==> src/rtl/mio_bus_arbiter.sv <==
// Two-master (CPU read/write, DMA read-only) arbiter onto a single memory bus.
// Round-robin on contention, per-access wait timeout, one-cycle ready pulse per access.
module mio_bus_arbiter #(
  parameter int unsigned MAX_WAIT = 15
) (
  input  logic        clk,
  input  logic        reset,
  input  logic        cpu_req,
  input  logic        cpu_we,
  input  logic [31:0] cpu_addr,
  input  logic [31:0] cpu_wdata,
  output logic [31:0] cpu_rdata,
  output logic        cpu_ready,
  input  logic        dma_req,
  input  logic [31:0] dma_addr,
  output logic [31:0] dma_rdata,
  output logic        dma_ready,
  output logic        mem_en,
  output logic        mem_we,
  output logic [31:0] mem_addr,
  output logic [31:0] mem_wdata,
  input  logic [31:0] mem_rdata,
  input  logic        mem_ack,
  output logic        bus_err,
  output logic [2:0]  state_out
);

  localparam logic [2:0] S_IDLE     = 3'd0;
  localparam logic [2:0] S_CPU_BUSY = 3'd1;
  localparam logic [2:0] S_DMA_BUSY = 3'd2;
  localparam logic [2:0] S_CPU_DONE = 3'd3;
  localparam logic [2:0] S_DMA_DONE = 3'd4;

  localparam int unsigned CW = (MAX_WAIT < 2) ? 1 : $clog2(MAX_WAIT + 1);
  // Last BUSY cycle index without ack; the timeout fires as the count reaches MAX_WAIT.
  localparam logic [CW-1:0] WAIT_LAST = CW'(MAX_WAIT - 1);

  logic [2:0]    r_state, w_state;
  logic          r_last_dma, w_last_dma;
  logic [CW-1:0] r_wait, w_wait;
  logic          r_we, w_we;
  logic [31:0]   r_addr, w_addr;
  logic [31:0]   r_wdata, w_wdata;
  logic [31:0]   r_cpu_rdata, w_cpu_rdata;
  logic [31:0]   r_dma_rdata, w_dma_rdata;
  logic          r_err, w_err;
  logic          w_busy;

  always_comb begin
    w_state     = r_state;
    w_last_dma  = r_last_dma;
    w_wait      = r_wait;
    w_we        = r_we;
    w_addr      = r_addr;
    w_wdata     = r_wdata;
    w_cpu_rdata = r_cpu_rdata;
    w_dma_rdata = r_dma_rdata;
    w_err       = r_err;
    case (r_state)
      S_IDLE: begin
        w_wait = '0;
        w_err  = 1'b0;
        if (cpu_req && (!dma_req || r_last_dma)) begin
          w_state    = S_CPU_BUSY;
          w_last_dma = 1'b0;
          w_we       = cpu_we;
          w_addr     = cpu_addr;
          w_wdata    = cpu_wdata;
        end else if (dma_req) begin
          w_state    = S_DMA_BUSY;
          w_last_dma = 1'b1;
          w_we       = 1'b0;
          w_addr     = dma_addr;
          w_wdata    = '0;
        end
      end
      S_CPU_BUSY, S_DMA_BUSY: begin
        // Ack takes priority over a timeout landing on the same cycle.
        if (mem_ack) begin
          if (r_state == S_CPU_BUSY) w_cpu_rdata = mem_rdata;
          else                       w_dma_rdata = mem_rdata;
          w_err   = 1'b0;
          w_state = (r_state == S_CPU_BUSY) ? S_CPU_DONE : S_DMA_DONE;
        end else if (r_wait == WAIT_LAST) begin
          if (r_state == S_CPU_BUSY) w_cpu_rdata = 32'hFFFF_FFFF;
          else                       w_dma_rdata = 32'hFFFF_FFFF;
          w_err   = 1'b1;
          w_state = (r_state == S_CPU_BUSY) ? S_CPU_DONE : S_DMA_DONE;
        end else begin
          w_wait = r_wait + 1'b1;
        end
      end
      S_CPU_DONE, S_DMA_DONE: w_state = S_IDLE;
      default:                w_state = S_IDLE;
    endcase
  end

  always_ff @(posedge clk or posedge reset) begin
    if (reset) begin
      r_state     <= S_IDLE;
      r_last_dma  <= 1'b1;
      r_wait      <= '0;
      r_we        <= 1'b0;
      r_addr      <= '0;
      r_wdata     <= '0;
      r_cpu_rdata <= '0;
      r_dma_rdata <= '0;
      r_err       <= 1'b0;
    end else begin
      r_state     <= w_state;
      r_last_dma  <= w_last_dma;
      r_wait      <= w_wait;
      r_we        <= w_we;
      r_addr      <= w_addr;
      r_wdata     <= w_wdata;
      r_cpu_rdata <= w_cpu_rdata;
      r_dma_rdata <= w_dma_rdata;
      r_err       <= w_err;
    end
  end

  assign w_busy    = (r_state == S_CPU_BUSY) || (r_state == S_DMA_BUSY);
  assign mem_en    = w_busy;
  assign mem_we    = r_we;
  assign mem_addr  = r_addr;
  assign mem_wdata = r_wdata;
  assign cpu_ready = (r_state == S_CPU_DONE);
  assign dma_ready = (r_state == S_DMA_DONE);
  assign bus_err   = r_err && (cpu_ready || dma_ready);
  assign cpu_rdata = r_cpu_rdata;
  assign dma_rdata = r_dma_rdata;
  assign state_out = r_state;

endmodule

==> config.mk <==
export PLATFORM = sky130hd
export DESIGN_NAME = mio_bus_arbiter
export DESIGN_NICKNAME = d
export VERILOG_FILES = /design/src/rtl/mio_bus_arbiter.sv
export SDC_FILE = /design/constraint.sdc
export NUM_CORES = 1
export LEC_CHECK = 0
export CORE_MARGIN = 4
export CORE_UTILIZATION = 45
export DETAILED_ROUTE_END_ITERATION = 6
export PLACE_DENSITY = 0.92
export SYNTH_ARGS = -nofsm -noshare
export SYNTH_HDL_FRONTEND = slang
export SYNTH_SLANG_ARGS = --single-unit
==> constraint.sdc <==
create_clock -name clk -period 11.08 [get_ports clk]
set_clock_uncertainty 0.1 [all_clocks]
set_input_delay 2.216 -clock clk [delete_from_list [all_inputs] [get_ports clk]]
set_output_delay 2.216 -clock clk [all_outputs]
set_load 0.05 [all_outputs]
==> flow_metrics.tcl <==
set metrics [dict create \
    vias 5381 \
    yosysSeqAreaShare_pct 58.1 \
    r2r_cells 4 \
    hp-start "r_err$_DFFE_PP0P_" \
    finalSetupViolations 0 \
    final-hold-violation-count 0 \
    worstPathArrival_ns 5.49 \
    io_buffers 269 \
    synth_edf_count 0 \
    cts_tree "built" \
    leakage_nw 3.73 \
    status "finished, final reports clean" \
    finalNetCount 887 \
    hold_path_depth 1 \
    n_fill_cell 837 \
    final_area_mm2 0.00924 \
    r2r_end "dma_rdata[28]$_DFFE_PP0P_" \
    ir_drop_mv 0.187 \
    layout-drive-gt1-share_pct 7.98 \
    relSlewSlack_pct 15.4 \
    fin_util_pct 72.3 \
    die-area_mm2 0.0151 \
    crit_path_cell_trace "clkdlybuf4s50_1, buf_4, or2_1, nand2_1, a22o_1" \
    crit_slowest_cell "nand2_1" \
    critical-path-top-delay-family "simple AND/OR/NAND/NOR gates" \
    p_per_area_mw_per_mm2 368 \
    async_reset_ff_share_pct 100 \
    synth_cell_types 43 \
    synthFlopType "dfrtp_1" \
    grt_use_total_pct 24.8 \
    drc_errors 0 \
    cts_root_buffer "clkbuf_16" \
    synth.largest_area_cell "dfrtp_1" \
    place_hpwl_um 13700 \
    die_h_um 123 \
    fp.dieW_um 123 \
    grt_pass1_wl_um 29100 \
    cts-htree-levels 4 \
    cp_num_buf_inv 2 \
    layout_min_cycle_time_ns 5.32 \
    max_cap_viol_count 0 \
    syn_nets 642 \
    synthTopCellsByArea "dfrtp_1 58%, a2bb2oi_1 8.0%, a22o_1 4.9%, nand3b_1 4.0%, a31oi_1 3.5%" \
    post-cts-setup-buffer-count 0 \
    grt_overflow 0 \
    drt-pass1-iter-count 5 \
    clock_latency_ns 0.41 \
    cp-start-kind "primary input" \
    antenna_found_initial 0 \
    routed_wl_um 19300 \
    cts_buffer_depth 2 \
    r2r-start "state_out[1]$_DFFE_PP0P_" \
    postSynthRegisterBits 138 \
    holdBufCountCts 0 \
    viasPerCell 5.75 \
    criticalPathCategory "in2reg" \
    cts_made_buffers 17 \
    hold_path.class "reg2reg" \
    fmax_mhz 188 \
    fin_setup_tns_ns 0 \
    syn_area_per_cell_um2 11.8 \
    final_antenna_net_count 0 \
    slew_viol_final 0 \
    critical_path.endpoint_type "flop" \
    clkTransAtPathRegs_ns 0.07 \
    power_w 0.00340 \
    yosysWarnings 0 \
    wire_per_inst_um 20.6 \
    core_area_mm2 0.0128 \
    post-route-period-util_pct 48.0 \
    areaGrowthSynthToFinish_pct 55.3 \
    ctsResizeCount 0 \
    drtIter0Drc 396 \
    post_synth_inst_count 506 \
    grt_pass1_vias 5511 \
    path_depth 5 \
    min_to "r_err$_DFFE_PP0P_" \
    rsz0062_at_grt "no" \
    cts_sinks 138 \
    yosys.area.top_type_share_pct 57.6 \
    gp_congestion 0.821 \
    grt_max_degree 84 \
    start_util_pct 46.6 \
    tightest_slew_ns 1.27 \
    diodes 0 \
    slowest_delay_ns 1.00 \
    path_max_fanout 35 \
    placed_area_mm2 0.00866 \
    rrSetupSlack_ns 8.25 \
    pin_count 270 \
    rows 41 \
    required_ns 11.25 \
    synth.cell_area_mm2 0.00595 \
]
==> cells in the mapped netlist (2+ instances only) <==
| cell type | number |
|---|---|
| buf_6 | 9 |
| clkbuf_1 | 30 |
| buf_2 | 11 |
| dfrtp_1 | 137 |
| a211oi_1 | 3 |
| and3_1 | 4 |
| nand2_1 | 2 |
| nand3b_1 | 32 |
| nor4_1 | 3 |
| nor2b_1 | 4 |
| a22o_1 | 33 |
| a2bb2oi_2 | 10 |
| inv_1 | 4 |
| o21ai_0 | 33 |
| inv_2 | 2 |
| a21oi_1 | 38 |
| a31oi_1 | 33 |
| and2b_1 | 2 |
| a2bb2oi_1 | 54 |
| o41ai_1 | 2 |
| nor2_1 | 36 |
| nor3_1 | 2 |
| ha_1 | 2 |
==> cell families after synthesis <==
group           Yosys count  share of synthesized area (%)
compound gates          210                           26.0
simple gates             96                           10.1
xor+xnor                  1                          0.147
fa+ha+maj                 3                          0.589
buf+inv                  58                           5.09
flops                   138                           58.1
==> registers in the layout (all words and copies together), names as in the netlist <==
name        cells
r_wait          4
r_err           1
r_last_dma      1
mem_we          1
cpu_rdata      32
dma_rdata      32
mem_wdata      32
mem_addr       32
state_out       3
==> how the worst max path moves through the flow <==
| stage | from | end | slack (ns) |
|---|---|---|---|
| after floorplan | reset | cpu_rdata[0]$_DFFE_PP0P_ | 5.07 |
| after global placement | cpu_req | mem_wdata[8]$_DFFE_PP0P_ | 5.58 |
| after detailed placement | cpu_req | mem_wdata[6]$_DFFE_PP0P_ | 5.46 |
| after CTS | cpu_req | mem_wdata[13]$_DFFE_PP0P_ | 5.86 |
| after global routing | cpu_req | mem_wdata[13]$_DFFE_PP0P_ | 5.60 |
| final | cpu_req | mem_wdata[13]$_DFFE_PP0P_ | 5.76 |
==> cell usage in the layout (no fill, tap or decap), drive strengths merged, types with 3 or more instances in the layout <==
cell type	count
a2bb2oi	64
inv	9
nor2	36
clkdlybuf4s50	269
a211oi	3
nor3	3
buf	9
clkinv	6
a21oi	38
nor4	4
a22o	33
nand3b	32
and3	4
o21ai	33
a31oi	33
dfrtp	137
clkbuf	20
nor2b	4
==> area by class of cell <==
type                            instances  area, um2  area share [%]
Multi-Input combinational cell        310       2200            23.8
Clock inverter                         12        113            1.22
Timing Repair Buffer                  278       2760            29.9
Clock buffer                           20        467            5.05
Inverter                                6       27.5           0.298
Sequential cell                       138       3450            37.4
Tap cell                              172        215            2.33
==> metrics by stage <==
step           hold slack, ns  std cells  setup WS [ns]
3_3_place_gp            0.373        904           5.58
6_report                0.393        936           5.76
5_1_grt                 0.405        936           5.60
2_1_floorplan           0.361        506           5.07
3_5_place_dp            0.380        904           5.46
4_1_cts                 0.395        936           5.86
==> per-layer routing <==
metal	vias to the layer above	track usage [%]	wire (um)
met5	-	0	0
met4	0	10.1	567
met3	41	8.28	1940
met2	320	41.4	9600
met1	2627	29.6	7210
li1	2393	-	-
==> where the power goes <==
part | leakage [nW] | internal (W) | switching, W
clock | 0.283 | 0.000329 | 0.000221
combinational | 1.84 | 0.000688 | 0.00124
sequential | 1.61 | 0.000740 | 0.000176
total | 3.73 | 0.00176 | 0.00164
Power figures use the tool's default switching activity.
